===== config.mk =====
export PLATFORM = sky130hd
export DESIGN_NAME = lfu_buf_alloc_ctrl
export DESIGN_NICKNAME = d
export VERILOG_FILES = /design/src/rtl/lfu_pkg.sv /design/src/rtl/lfu_victim_sel.sv /design/src/rtl/lfu_buf_alloc_ctrl.sv
export SDC_FILE = /design/constraint.sdc
export NUM_CORES = 1
export LEC_CHECK = 0
export CAP_MARGIN = 20
export CORE_MARGIN = 3
export CORE_UTILIZATION = 35
export CTS_CLUSTER_SIZE = 12
export DETAILED_ROUTE_END_ITERATION = 10
export PLACE_DENSITY_LB_ADDON = 0.15
export SYNTH_ARGS = -nofsm -noshare
export SYNTH_HDL_FRONTEND = slang
export SYNTH_SLANG_ARGS = --single-unit

===== constraint.sdc =====
create_clock -name clk -period 4.9 [get_ports clk]
set_input_delay 1.225 -clock clk [delete_from_list [all_inputs] [get_ports clk]]
set_output_delay 1.225 -clock clk [all_outputs]
set_load 0.05 [all_outputs]

===== src/rtl/lfu_pkg.sv =====
// Shared types and sizing for the LFU buffer allocation controller.
package lfu_pkg;

  localparam int NUM_BUF   = 4;
  localparam int BUF_IDX_W = 2;
  localparam int DEF_TAG_W = 8;
  localparam int DEF_CNT_W = 2;

  typedef enum logic [1:0] {
    IDLE,
    LOOKUP,
    FILL,
    RESP
  } lfu_state_e;

endpackage


===== src/rtl/lfu_victim_sel.sv =====
// Combinational replacement choice: first invalid entry, else the smallest
// frequency count, with the lowest index winning every tie.
module lfu_victim_sel
  import lfu_pkg::*;
#(
  parameter int CNT_W = DEF_CNT_W
) (
  input  logic [NUM_BUF-1:0]            valid,
  input  logic [NUM_BUF-1:0][CNT_W-1:0] cnt,
  output logic [BUF_IDX_W-1:0]          victim
);

  logic             found_inv;
  logic [CNT_W-1:0] best_cnt;

  // Scanning downward lets the lowest-index invalid entry overwrite the rest.
  always_comb begin
    victim    = '0;
    found_inv = 1'b0;
    best_cnt  = cnt[0];
    for (int i = NUM_BUF - 1; i >= 0; i--) begin
      if (!valid[i]) begin
        victim    = BUF_IDX_W'(i);
        found_inv = 1'b1;
      end
    end
    if (!found_inv) begin
      for (int i = 1; i < NUM_BUF; i++) begin
        if (cnt[i] < best_cnt) begin
          best_cnt = cnt[i];
          victim   = BUF_IDX_W'(i);
        end
      end
    end
  end

endmodule


===== src/rtl/lfu_buf_alloc_ctrl.sv =====
// Tag lookup, LFU frequency tracking and fill/response sequencing for a
// four-entry buffer pool.
module lfu_buf_alloc_ctrl
  import lfu_pkg::*;
#(
  parameter int TAG_W = DEF_TAG_W,
  parameter int CNT_W = DEF_CNT_W
) (
  input  logic                 clk,
  input  logic                 rst,
  input  logic                 req_vld,
  input  logic [TAG_W-1:0]     req_tag,
  output logic                 req_rdy,
  output logic                 rsp_vld,
  input  logic                 rsp_rdy,
  output logic [BUF_IDX_W-1:0] rsp_buf,
  output logic                 rsp_hit,
  output logic                 fill_req,
  output logic [BUF_IDX_W-1:0] fill_buf,
  output logic [TAG_W-1:0]     fill_tag,
  input  logic                 fill_done,
  input  logic                 flush
);

  localparam logic [CNT_W-1:0] CNT_MAX  = '1;
  localparam logic [CNT_W-1:0] CNT_AGED = CNT_MAX - (CNT_MAX >> 1);

  lfu_state_e                      state_q;
  logic [NUM_BUF-1:0]              valid_q;
  logic [NUM_BUF-1:0][TAG_W-1:0]   tag_q;
  logic [NUM_BUF-1:0][CNT_W-1:0]   cnt_q;
  logic [TAG_W-1:0]                req_tag_q;

  logic                            rsp_vld_q;
  logic [BUF_IDX_W-1:0]            rsp_buf_q;
  logic                            rsp_hit_q;
  logic                            fill_req_q;
  logic [BUF_IDX_W-1:0]            fill_buf_q;
  logic [TAG_W-1:0]                fill_tag_q;

  logic                            hit;
  logic [BUF_IDX_W-1:0]            hit_idx;
  logic [BUF_IDX_W-1:0]            victim;
  logic [NUM_BUF-1:0][CNT_W-1:0]   cnt_hit_next;

  assign req_rdy  = (state_q == IDLE) && !flush;
  assign rsp_vld  = rsp_vld_q;
  assign rsp_buf  = rsp_buf_q;
  assign rsp_hit  = rsp_hit_q;
  assign fill_req = fill_req_q;
  assign fill_buf = fill_buf_q;
  assign fill_tag = fill_tag_q;

  // Downward scan so a duplicate valid tag resolves to the lowest index.
  always_comb begin
    hit     = 1'b0;
    hit_idx = '0;
    for (int i = NUM_BUF - 1; i >= 0; i--) begin
      if (valid_q[i] && (tag_q[i] == req_tag_q)) begin
        hit     = 1'b1;
        hit_idx = BUF_IDX_W'(i);
      end
    end
  end

  // A hit on a saturated counter halves every valid count before re-seeding
  // the hit entry, so the relative ordering keeps tracking recent use.
  always_comb begin
    cnt_hit_next = cnt_q;
    if (cnt_q[hit_idx] != CNT_MAX) begin
      cnt_hit_next[hit_idx] = cnt_q[hit_idx] + CNT_W'(1);
    end else begin
      for (int i = 0; i < NUM_BUF; i++) begin
        if (valid_q[i]) begin
          cnt_hit_next[i] = cnt_q[i] >> 1;
        end
      end
      cnt_hit_next[hit_idx] = CNT_AGED;
    end
  end

  lfu_victim_sel #(
    .CNT_W (CNT_W)
  ) u_victim_sel (
    .valid  (valid_q),
    .cnt    (cnt_q),
    .victim (victim)
  );

  always_ff @(posedge clk) begin
    if (rst) begin
      state_q    <= IDLE;
      valid_q    <= '0;
      tag_q      <= '0;
      cnt_q      <= '0;
      req_tag_q  <= '0;
      rsp_vld_q  <= 1'b0;
      rsp_buf_q  <= '0;
      rsp_hit_q  <= 1'b0;
      fill_req_q <= 1'b0;
      fill_buf_q <= '0;
      fill_tag_q <= '0;
    end else begin
      case (state_q)
        IDLE: begin
          if (flush) begin
            valid_q <= '0;
            cnt_q   <= '0;
          end else if (req_vld) begin
            req_tag_q <= req_tag;
            state_q   <= LOOKUP;
          end
        end

        LOOKUP: begin
          if (hit) begin
            cnt_q     <= cnt_hit_next;
            rsp_vld_q <= 1'b1;
            rsp_buf_q <= hit_idx;
            rsp_hit_q <= 1'b1;
            state_q   <= RESP;
          end else begin
            fill_req_q <= 1'b1;
            fill_buf_q <= victim;
            fill_tag_q <= req_tag_q;
            state_q    <= FILL;
          end
        end

        FILL: begin
          if (fill_done) begin
            tag_q[fill_buf_q]   <= fill_tag_q;
            valid_q[fill_buf_q] <= 1'b1;
            cnt_q[fill_buf_q]   <= CNT_W'(1);
            fill_req_q          <= 1'b0;
            rsp_vld_q           <= 1'b1;
            rsp_buf_q           <= fill_buf_q;
            rsp_hit_q           <= 1'b0;
            state_q             <= RESP;
          end
        end

        RESP: begin
          if (rsp_rdy) begin
            rsp_vld_q <= 1'b0;
            state_q   <= IDLE;
          end
        end

        default: state_q <= IDLE;
      endcase
    end
  end

endmodule


### After elaboration in Yosys (flattened, before gate mapping)

Cells that the tools add are included.

| word-level totals | value |
|---|---|
| word-level logic and storage cells | 140 |
| bits in registers | 69 |
| output and inout port bits | 16 |
| bits of input ports | 14 |

| cells by class | value |
|---|---|
| bitwise logic cells | 9 |
| equal/unequal tests | 15 |
| add/sub/neg operators | 1 |
| $lt $le $gt $ge | 7 |
| multiplexer cells | 69 |
| reductions and logical operators | 22 |

Operator list:

| kind | number |
|---|---|
| $mux 2 | 33 |
| $mux 8 | 5 |
| $bwmux 32 | 1 |
| $eq 8x8->1 | 4 |
| $pmux 8 s3 | 1 |
| $demux 8 s2 | 1 |
| $ne 2x2->1 const B | 8 |
| $mux 1 | 15 |
| $or 4x4->4 | 3 |
| $reduce_and 3->1 | 4 |
| $reduce_and 4->1 | 3 |
| $and 4x4->4 | 2 |
| $bwmux 8 | 1 |
| $demux 2 s2 | 2 |
| $mux 4 | 2 |
| $not 4->4 | 2 |
| $pmux 2 s4 | 1 |
| $pmux 4 s2 | 1 |
| $logic_and 1x1->1 | 7 |
| $lt 2x2->1 | 3 |
| $lt 2x3->1 const B | 2 |
| $reduce_bool 3->1 | 2 |
| $bmux 2 s2 | 1 |
| $eq 2x2->1 const B | 2 |
| 12 further kinds | 17 |

### Logic depth before layout (Yosys ltp)

Gate-level depths: netlist of the first run.

| logic depth | value |
|---|---|
| depth after elaboration | 15 |
| mapped depth | 16 |

### Hierarchy

Synthesis of the first run repeated with hierarchy kept, for this count alone.

| unflattened totals | value |
|---|---|
| cell total of the unflattened synthesis | 499 |
| area, all modules | 3913.8 um2 |

Modules (own cells, without submodules):

| module | sequential area each (um2) | area an instance (um2) | times used | cells each |
|---|---|---|---|---|
| lfu_buf_alloc_ctrl | 1381.3 | 3722.3 | 1 | 476 |
| lfu_victim_sel | 0.0 | 191.4 | 1 | 23 |

### Worst setup path after synthesis of the first run

No wires, ideal clock.

| path | value |
|---|---|
| path kind | in2out |
| start | input flush |
| end | output req_rdy |
| stages | 2 |
| slack | 1691 ps |
| data arrival time | 1984 ps |
| cells stage by stage | nor2b_1 > buf_1 |

| on the way | value |
|---|---|
| word-level cells in the longest chain between the ends | 2 |

RTL lines:

| what | line | source |
|---|---|---|
| from (decl) | lfu_buf_alloc_ctrl.sv:22 | `input logic flush` |
| $logic_not 1->1 | lfu_buf_alloc_ctrl.sv:46 | `assign req_rdy = (state_q == IDLE) && !flush;` |
| $logic_and 1x1->1 | lfu_buf_alloc_ctrl.sv:46 |  |
| to (decl) | lfu_buf_alloc_ctrl.sv:13 | `output logic req_rdy,` |

Every way passes these cells.

### Worst setup path after layout of the first run

Ends and elaborated chain as after synthesis.

==> summary.md, run 1 <==
| Metric | Value |
|---|---|
| Clock sinks | `69` |
| Cell count of the worst hold path | `2` |
| DR iter-0 viols | `189` |
| First-pass GRT wire length | `16.10 mm` |
| CP Cell Sequence | `clkdlybuf4s50_1 -> nor2b_1 -> clkdlybuf4s50_1` |
| Leak | `1.371 nW` |
| Rel. slew slack | `29.87%` |
| Count of cell types in the netlist | `55` |
| IO Port Bufs | `29` |
| Seq/Total Area, Yosys | `36.97%` |
| CTS Buf Count | `9` |
| Standard-cell row count | `37` |
| FILL cells | `1102` |
| Power per cell area | `427.0 mW/mm²` |
| Vias in the first global route | `3045` |
| Largest net degree at the start of global routing | `66` |
| Max stage delay on crit path | `0.84 ns` |
| Detail Route Antenna Nets | `0` |
| EDFF count, synth | `0` |
| Worst EP required | `3.67 ns` |
| Hold buffer count at cts | `0` |
| Post-CTS resize count | `0` |
| Initial Util | `36.03%` |
| Top cell type's share of synthesized area | `36.97%` |
| Antenna violations before repair | `0` |
| Core area | `0.01037 mm²` |
| Least-Margin Pin Slew | `1.048 ns` |
| Most used cell, CP | `clkdlybuf4s50_1` |
| Worst Setup End Kind | `primary output` |
| Ant. Diodes | `0` |
| Final period util | `80.41%` |
| Cells after Synth | `473` |
| Setup tns final | `0 ns` |
| CP max FO | `3` |
| Die area | `0.01195 mm²` |
| Synthesis Warnings | `0` |
| Asr flop ratio synth | `0%` |
| #FFs+latches synth | `69` |
| Area leader, netlist | `dfxtp_1` |
| Vias/cell | `5.235` |
| Max-cap viol count | `0` |
| R2R cell count | `13` |
| HPWL after DPL | `7.097 mm` |
| Fin crit period | `3.940 ns` |
| RSZ-0062 raised after global routing | `no` |
| Largest cells by area after synthesis | `dfxtp_1 (37%), nand2_1 (11%), a21oi_1 (8.8%)` |
| Hold Vio Cnt, Final | `0` |
| GRT Util Overall | `17.39%` |
| Area delta synth->final | `14.07%` |
| Clk slew on worst S/H paths | `0.07 ns` |
| VDD IR max | `279.5 µV` |
| Status | `finished clean` |
| H-tree Lvls | `3` |
| Finished Cell Area | `0.004262 mm²` |
| WHS | `0.4688 ns` |
| Mean post-synth cell area | `7.899 µm²` |
| Share of cells above drive strength 1 | `9.312%` |
| Worst skew pair latency | `0.34 ns` |
| Die width | `109.3 µm` |
| Crit path DAT | `2.72 ns` |
| Net count, final | `513` |
| Clk_skew | `0.01218 ns` |
| DRC viols | `0` |
| Clock Tree Buf Depth | `2` |
| Placer Congestion | `0.8604` |
| Total number of vias | `3298` |
| Pwr Total | `0.001820 W` |
| Dominant synthesized flop cell | `dfxtp_1` |
| Setup CP Type | `input port to primary output` |
| Drt pass-1 iters | `5` |
| Routed wire length | `9.910 mm` |
| Most frequent cells in the layout | `nand2_1 (111), dfxtp_1 (69), a21oi_1 (66), clkdlybuf4s50_1 (28), xnor2_1 (25)` |
| CTS tree | `yes` |
| Root Buffer | `clkbuf_8` |
| Hold Path Class | `flip-flop to flip-flop` |
| Avg WL per Cell | `15.73 µm` |
| Die height | `109.3 µm` |
| Worst path slowest cell | `clkdlybuf4s50_1` |
| Number of setup violations in the final report | `0` |
| Final Slew Violations | `0` |
| GRT overflow | `0` |
| Post-synth net total | `497` |
| Crit start category | `input port` |
| Commonest non-fill, non-tap cell in the layout | `nand2_1` |
| Post-CTS setup buffer count | `0` |
| Placed cell areas | `0.004053 mm²` |
| Synthesized area | `0.003736 mm²` |
| I/O pins | `30` |
| Highest clock rate | `0.2538 GHz` |
registers in the layout, indices dropped and copies added (netlist names):
signal and count:
cnt_q 8, fill_buf 2, fill_req 1, fill_tag 8, req_tag_q 8, rsp_buf 2, rsp_hit 1, rsp_vld 1
state_q 2, tag_q 32, valid_q 4
worst max-delay path, delay by kind of cell:
kind | cells | cell delay (ns)
buf+inv | 2 | 1.27
simple gates | 1 | 0.22
stage by stage:
stage / cells / setup slack, ns / util [%]
2_1_floorplan: 473 / 1.691 / -
3_3_place_gp: 614 / 0.9338 / 39.08
3_5_place_dp: 614 / 0.9212 / 39.08
4_1_cts: 630 / 0.9042 / 41.10
5_1_grt: 630 / 0.8882 / 41.10
6_report: 630 / 0.9600 / 41.10
power by group:
part           switching, W  internal, W  total [W]
sequential        0.0000749     0.000605   0.000680
combinational      0.000427     0.000221   0.000648
clock              0.000239     0.000253   0.000492
total              0.000741      0.00108    0.00182
worst paths after layout:
kind,from,end,slack [ns]
setup / recovery,flush,req_rdy,0.96
hold / removal,tag_q[0],tag_q[0],0.47
setup reg to reg,req_tag_q[1],cnt_q[6],1.45
hold reg to reg,tag_q[0],tag_q[0],0.47
metal layers:
| layer | up-vias | part of all wire, % | track usage, % |
|---|---|---|---|
| li1 | 1655 | - | - |
| met5 | - | 0 | 0 |
| met1 | 1562 | 50 | 25.62 |
| met4 | 0 | 0.96 | 6.055 |
| met2 | 72 | 45 | 26.18 |
| met3 | 9 | 3.6 | 2.114 |
area by class of cell:
type | instances | area, µm² | area share [%]
repair buffers | 31 | 300.3 | 7.046
inverters | 17 | 63.81 | 1.497
clock buffers | 10 | 137.6 | 3.230
flip-flops and latches | 69 | 1381 | 32.41
multi-input cells | 361 | 2137 | 50.15
clock inverters | 6 | 71.32 | 1.674
well taps | 136 | 170.2 | 3.993
cells in the mapped netlist, types with 3 or more instances:
cell,instances
a21o_1,4
a21oi_1,66
a311oi_1,3
a31oi_1,9
and2_1,3
buf_6,7
clkbuf_1,17
dfxtp_1,69
ha_1,10
inv_1,17
nand2_1,111
nand2b_1,5
nand3_1,18
nand4_1,5
nor2_1,23
nor2b_1,4
nor3_1,5
nor3_2,4
o21a_1,5
o21ai_0,11
o31ai_1,3
o32ai_1,3
xnor2_1,25
xnor2_2,7
cell families after synthesis:
group	synth area share, %
fa+ha+maj	3.349
xor+xnor	8.908
flops	36.97
mux	0.8372
simple gates	23.61
compound gates	20.50
buf+inv	5.827
Note: power is estimated with default switching activity, not from simulation.
==> inputs of run 2 (changes only) <==
==> constraint.sdc (replaced) <==
create_clock -name clk -period 3.5 [get_ports clk]
set_input_delay 0.875 -clock clk [delete_from_list [all_inputs] [get_ports clk]]
set_output_delay 0.875 -clock clk [all_outputs]
set_load 0.05 [all_outputs]
==> run 2 against run 1 <==
Against the previous run: wire length up 9.7%; largest cell class unchanged; critical endpoint is now cnt_q[4]; die area unchanged; design area up 1.7%.
==> summary.md, run 2 (synthesis results as in run 1) <==
| Metric | Value |
|---|---|
| DR iter-0 viols | `251` |
| HPWL after DPL | `7.794 mm` |
| Core area | `0.01037 mm²` |
| Highest clock rate | `0.3112 GHz` |
| Fin crit period | `3.214 ns` |
| Clock Tree Buf Depth | `2` |
| Most used cell, CP | `nand2_1` |
| Worst path slowest cell | `dfxtp_1` |
| Max stage delay on crit path | `0.51 ns` |
| Setup tns final | `0 ns` |
| R2R cell count | `15` |
| Antenna violations before repair | `0` |
| Setup CP Type | `flip-flop to flip-flop` |
| Largest net degree at the start of global routing | `66` |
| Standard-cell row count | `37` |
| Worst Setup End Kind | `flip-flop` |
| Post-CTS resize count | `0` |
| Clk slew on worst S/H paths | `0.08 ns` |
| CTS tree | `yes` |
| Avg WL per Cell | `17.07 µm` |
| Placer Congestion | `0.8507` |
| Hold Path Class | `flip-flop to flip-flop` |
| GRT overflow | `0` |
| Final Slew Violations | `0` |
| First-pass GRT wire length | `17.44 mm` |
| Drt pass-1 iters | `4` |
| Most frequent cells in the layout | `nand2_1 (111), a21oi_1 (66), dfxtp_1 (65), clkdlybuf4s50_1 (27), xnor2_1 (25)` |
| Crit start category | `flip-flop` |
| Worst EP required | `3.74 ns` |
| DRC viols | `0` |
| Detail Route Antenna Nets | `0` |
| Crit path DAT | `3.46 ns` |
| Status | `finished clean` |
| Top reg by flops | `tag_q` |
| Max-cap viol count | `0` |
| IO Port Bufs | `29` |
| Max FFs per register | `32` |
| FF-to-FF Start | `req_tag_q[7]` |
| Cell count of the worst hold path | `2` |
| FILL cells | `1098` |
| Hold worst-path end | `tag_q[4]` |
| Share of cells above drive strength 1 | `11.58%` |
| Power per cell area | `597.8 mW/mm²` |
| H-tree Lvls | `3` |
| VDD IR max | `323.9 µV` |
| R2r endpoint | `cnt_q[4]` |
| Cell family with most CP delay | `simple AND/OR/NAND/NOR gates` |
| CTS Buf Count | `9` |
| Final core occ | `41.80%` |
| I/O pins | `30` |
| RSZ-0062 raised after global routing | `no` |
| CP Cell Sequence | `xnor2_1 -> nand3_1 -> nor3_4 -> nor2_2 -> nand2_1 -> inv_1 -> a222oi_1 -> nand2_1 -> ha_1 -> nand2_1 -> mux2i_1 -> o31ai_1 -> a21oi_1 -> o21ai_0 -> and2_1` |
| Commonest non-fill, non-tap cell in the layout | `nand2_1` |
| Rel. slew slack | `51.79%` |
| Clk_skew | `0.01104 ns` |
| Leak | `1.413 nW` |
| Multi-input logic area | `0.002143 mm²` |
| Die height | `109.3 µm` |
| Vias/cell | `5.237` |
| CP max FO | `11` |
| Number of setup violations in the final report | `0` |
| Area delta synth->final | `16.01%` |
| Total number of vias | `3336` |
| Post-CTS setup buffer count | `0` |
| Vias in the first global route | `3087` |
| FF/Latch Area | `0.001386 mm²` |
| R2r setup slk | `0.29 ns` |
| Initial Util | `36.03%` |
| Hold buffer count at cts | `0` |
| Final period util | `91.81%` |
| Worst Path Buf+Inv | `1` |
| Die area | `0.01195 mm²` |
| Worst skew pair latency | `0.35 ns` |
| Die width | `109.3 µm` |
| Hold Vio Cnt, Final | `0` |
| GRT Util Overall | `19.33%` |
| Root Buffer | `clkbuf_8` |
| Clock sinks | `69` |
| Routed wire length | `10.87 mm` |
| Ant. Diodes | `0` |
| Net count, final | `520` |
| Least-Margin Pin Slew | `0.7231 ns` |
| Min-delay src | `tag_q[4]` |
-- run 2: power by group --
part	internal (W)	switching, W	total [W]
combinational	0.000337	0.000626	0.000963
clock	0.000353	0.000333	0.000686
sequential	0.000849	0.0000933	0.000942
-- run 2: worst max path at each step --
stage,start,endpoint,slack (ns),cells past startpoint
floorplan,req_tag_q[5],cnt_q[6],0.62,15
global placement,req_tag_q[4],cnt_q[6],0.36,13
detailed placement,req_tag_q[2],cnt_q[4],0.28,15
CTS,req_tag_q[2],cnt_q[4],0.23,15
global route,req_tag_q[0],cnt_q[6],0.03,13
finish,req_tag_q[7],cnt_q[4],0.29,15
-- run 2: worst min-delay path, cell delays in order, from the launching register on --
cell     delay (ns)
dfxtp_1        0.32
nand2_1        0.06
a21oi_1        0.05
-- run 2: layout make-up --
cell class	count	area share, %
Multi-Input combinational cell	361	49.45
Sequential cell	69	31.99
Tap cell	136	3.926
Inverter	17	1.472
Clock inverter	6	1.617
Timing Repair Buffer	38	8.372
Clock buffer	10	3.176
-- run 2: metrics by stage --
stage	worst slack [ns]	hold WS [ns]	std cells	area, µm²	power [W]
4_1_cts	0.2318	0.4792	637	4323	0.002591
2_1_floorplan	0.6160	0.4488	473	3736	0.001612
6_report	0.2865	0.4769	637	4334	0.002591
3_5_place_dp	0.2801	0.4682	621	4115	0.001905
5_1_grt	0.02925	0.4905	637	4334	0.002750
3_3_place_gp	0.3634	0.4561	621	4115	0.001910
-- run 2: per-layer routing --
metal	up-vias	global-route usage, %	routed length (µm)
li1	1665	-	-
met3	15	4.345	548
met5	-	0	0
met2	98	28.03	4660
met4	0	4.987	131
met1	1558	28.88	5534
==> inputs of run 3 (changes only) <==
--- a/config.mk
+++ b/config.mk
@@ -8,6 +8,7 @@
 export CAP_MARGIN = 20
 export CORE_MARGIN = 3
 export CORE_UTILIZATION = 35
+export CTS_BUF_LIST = sky130_fd_sc_hd__clkbuf_16
 export CTS_CLUSTER_SIZE = 12
 export DETAILED_ROUTE_END_ITERATION = 10
 export PLACE_DENSITY_LB_ADDON = 0.15
==> run 3 against run 2 <==
Against the previous run: die area stayed put; count of clock-buffer cells in the layout decreased by 1; first-iteration DRC count is 7.2% lower; non-clock buffer count stayed put; combinational power decreased by 0.5%; hold slack hardly changed; sequential power about the same; largest power group unchanged.
==> summary.md, run 3 (synthesis results as in run 1) <==
| Metric | Value |
|---|---|
| Status | `finished clean` |
| Largest net degree at the start of global routing | `66` |
| Cell family with most CP delay | `simple AND/OR/NAND/NOR gates` |
| Cell count of the worst hold path | `2` |
| Net count, final | `520` |
| Setup tns final | `0 ns` |
| FF/Latch Area | `0.001383 mm²` |
| Placer Congestion | `0.8507` |
| Root Buffer | `clkbuf_16` |
| Hold Path Class | `flip-flop to flip-flop` |
| Top reg by flops | `tag_q` |
| Number of setup violations in the final report | `0` |
| Area delta synth->final | `18.35%` |
| Setup CP Type | `flip-flop to flip-flop` |
| Detail Route Antenna Nets | `0` |
| Standard-cell row count | `37` |
| Total number of vias | `3286` |
| Fin crit period | `3.213 ns` |
| Max-cap viol count | `0` |
| GRT overflow | `0` |
| Cell count along the critical path | `15` |
| Most frequent cells in the layout | `nand2_1 (111), dfxtp_1 (68), a21oi_1 (66), clkdlybuf4s50_1 (27), xnor2_1 (25)` |
| R2R cell count | `15` |
| Crit start category | `flip-flop` |
| RSZ-0062 raised after global routing | `no` |
| Vias in the first global route | `3099` |
| Drt pass-1 iters | `4` |
| FILL cells | `1086` |
| CP Cell Sequence | `xnor2_1 -> nand4_1 -> nor3_4 -> nor2_2 -> nand2_1 -> inv_1 -> a222oi_1 -> nand2_1 -> ha_1 -> nand2_1 -> mux2i_1 -> o31ai_1 -> a21oi_1 -> o21ai_0 -> and2_1` |
| Core area | `0.01037 mm²` |
| Min-delay src | `tag_q[7]` |
| HPWL after DPL | `7.794 mm` |
| Vias/cell | `5.159` |
| Least-Margin Pin Slew | `0.7052 ns` |
| Final period util | `91.81%` |
| H-tree Lvls | `3` |
| IO Port Bufs | `29` |
| Routed wire length | `10.86 mm` |
| Max stage delay on crit path | `0.50 ns` |
| DRC viols | `0` |
| Clock sinks | `69` |
| Die width | `109.3 µm` |
| DR iter-0 viols | `233` |
| Hold buffer count at cts | `0` |
| Avg WL per Cell | `17.04 µm` |
| Antenna violations before repair | `0` |
| Highest clock rate | `0.3112 GHz` |
| Worst EP required | `3.72 ns` |
| CTS Buf Count | `9` |
| Final Slew Violations | `0` |
| VDD IR max | `336.1 µV` |
| Multi-input logic area | `0.002143 mm²` |
| GRT Util Overall | `19.35%` |
| Worst Setup End Kind | `flip-flop` |
| Max FFs per register | `32` |
| FF-to-FF Start | `req_tag_q[2]` |
| Leak | `1.453 nW` |
| Worst skew pair latency | `0.33 ns` |
| First-pass GRT wire length | `17.53 mm` |
| Share of cells above drive strength 1 | `10.78%` |
| Hold worst-path end | `tag_q[7]` |
| R2r setup slk | `0.29 ns` |
| I/O pins | `30` |
| Hold Vio Cnt, Final | `0` |
| Worst Path Buf+Inv | `1` |
| Die height | `109.3 µm` |
| Commonest non-fill, non-tap cell in the layout | `nand2_1` |
| Crit path DAT | `3.44 ns` |
| Clock Tree Buf Depth | `2` |
| Initial Util | `36.03%` |
| Power per cell area | `636.6 mW/mm²` |
| Clk slew on worst S/H paths | `0.06 ns` |
| Pwr Total | `0.002815 W` |
| Ant. Diodes | `0` |
| R2r endpoint | `cnt_q[4]` |
| CTS tree | `yes` |
| Rel. slew slack | `52.99%` |
| CP max FO | `11` |
| Clk_skew | `0.005723 ns` |
| Most used cell, CP | `nand2_1` |
| Die area | `0.01195 mm²` |
| Worst path slowest cell | `dfxtp_1` |
## run 3: cell types whose count changed in the layout (fill, tap and decap cells not counted)
cell / previous run / this run
clkbuf_16: 0 / 9
clkbuf_8: 10 / 0
clkinv_1: 0 / 1
dfxtp_1: 65 / 68
dfxtp_2: 4 / 1
## run 3: per-layer routing
metal	part of all wire, %	global-route usage, %
met2	43	27.94
met3	5.4	4.169
met1	50	29.11
met5	0	0
met4	1.2	4.987
## run 3: how the worst max path moves through the flow
stage | startpoint | endpoint | slack, ns
detailed placement | req_tag_q[2] | cnt_q[4] | 0.28
finish | req_tag_q[2] | cnt_q[4] | 0.29
global route | req_tag_q[5] | cnt_q[6] | 0.005
floorplan | req_tag_q[5] | cnt_q[6] | 0.62
global placement | req_tag_q[4] | cnt_q[6] | 0.36
CTS | req_tag_q[2] | cnt_q[4] | 0.24
## run 3: report_power, final
part	switching (W)	leakage [nW]	total, W	internal [W]
registers	0.0000921	0.559	0.000941	0.000849
clock network	0.000362	0.136	0.000915	0.000554
logic	0.000621	0.758	0.000958	0.000337
## run 3: through the flow
stage | cells | utilization, % | hold slack (ns) | setup slack [ns] | instance area [µm²]
after global routing | 637 | 42.64 | 0.4876 | 0.005129 | 4422
after CTS | 637 | 42.57 | 0.4761 | 0.2378 | 4414
after detailed placement | 621 | 39.68 | 0.4682 | 0.2801 | 4115
after global placement | 621 | 39.68 | 0.4561 | 0.3634 | 4115
final | 637 | 42.64 | 0.4766 | 0.2866 | 4422
after floorplan | 473 | - | 0.4488 | 0.6160 | 3736
## run 3: final cells by class
class,instances,share of cell area (%)
inverter,17,1.443
clock inverter,7,1.669
timing repair buffer,38,8.206
tap,136,3.848
multi-input combinational,361,48.47
sequential,69,31.27
clock buffer,9,5.093
## run 3: timing repair
action,CTS,global route
resized for setup,0,2
setup buffers,0,0
endpoints found under the setup margin,0,3
## run 3: worst min-delay path, cell delays in order, from the launching register on
cell and delay (ns):
dfxtp_1 0.32, nand2_1 0.06, a21oi_1 0.05
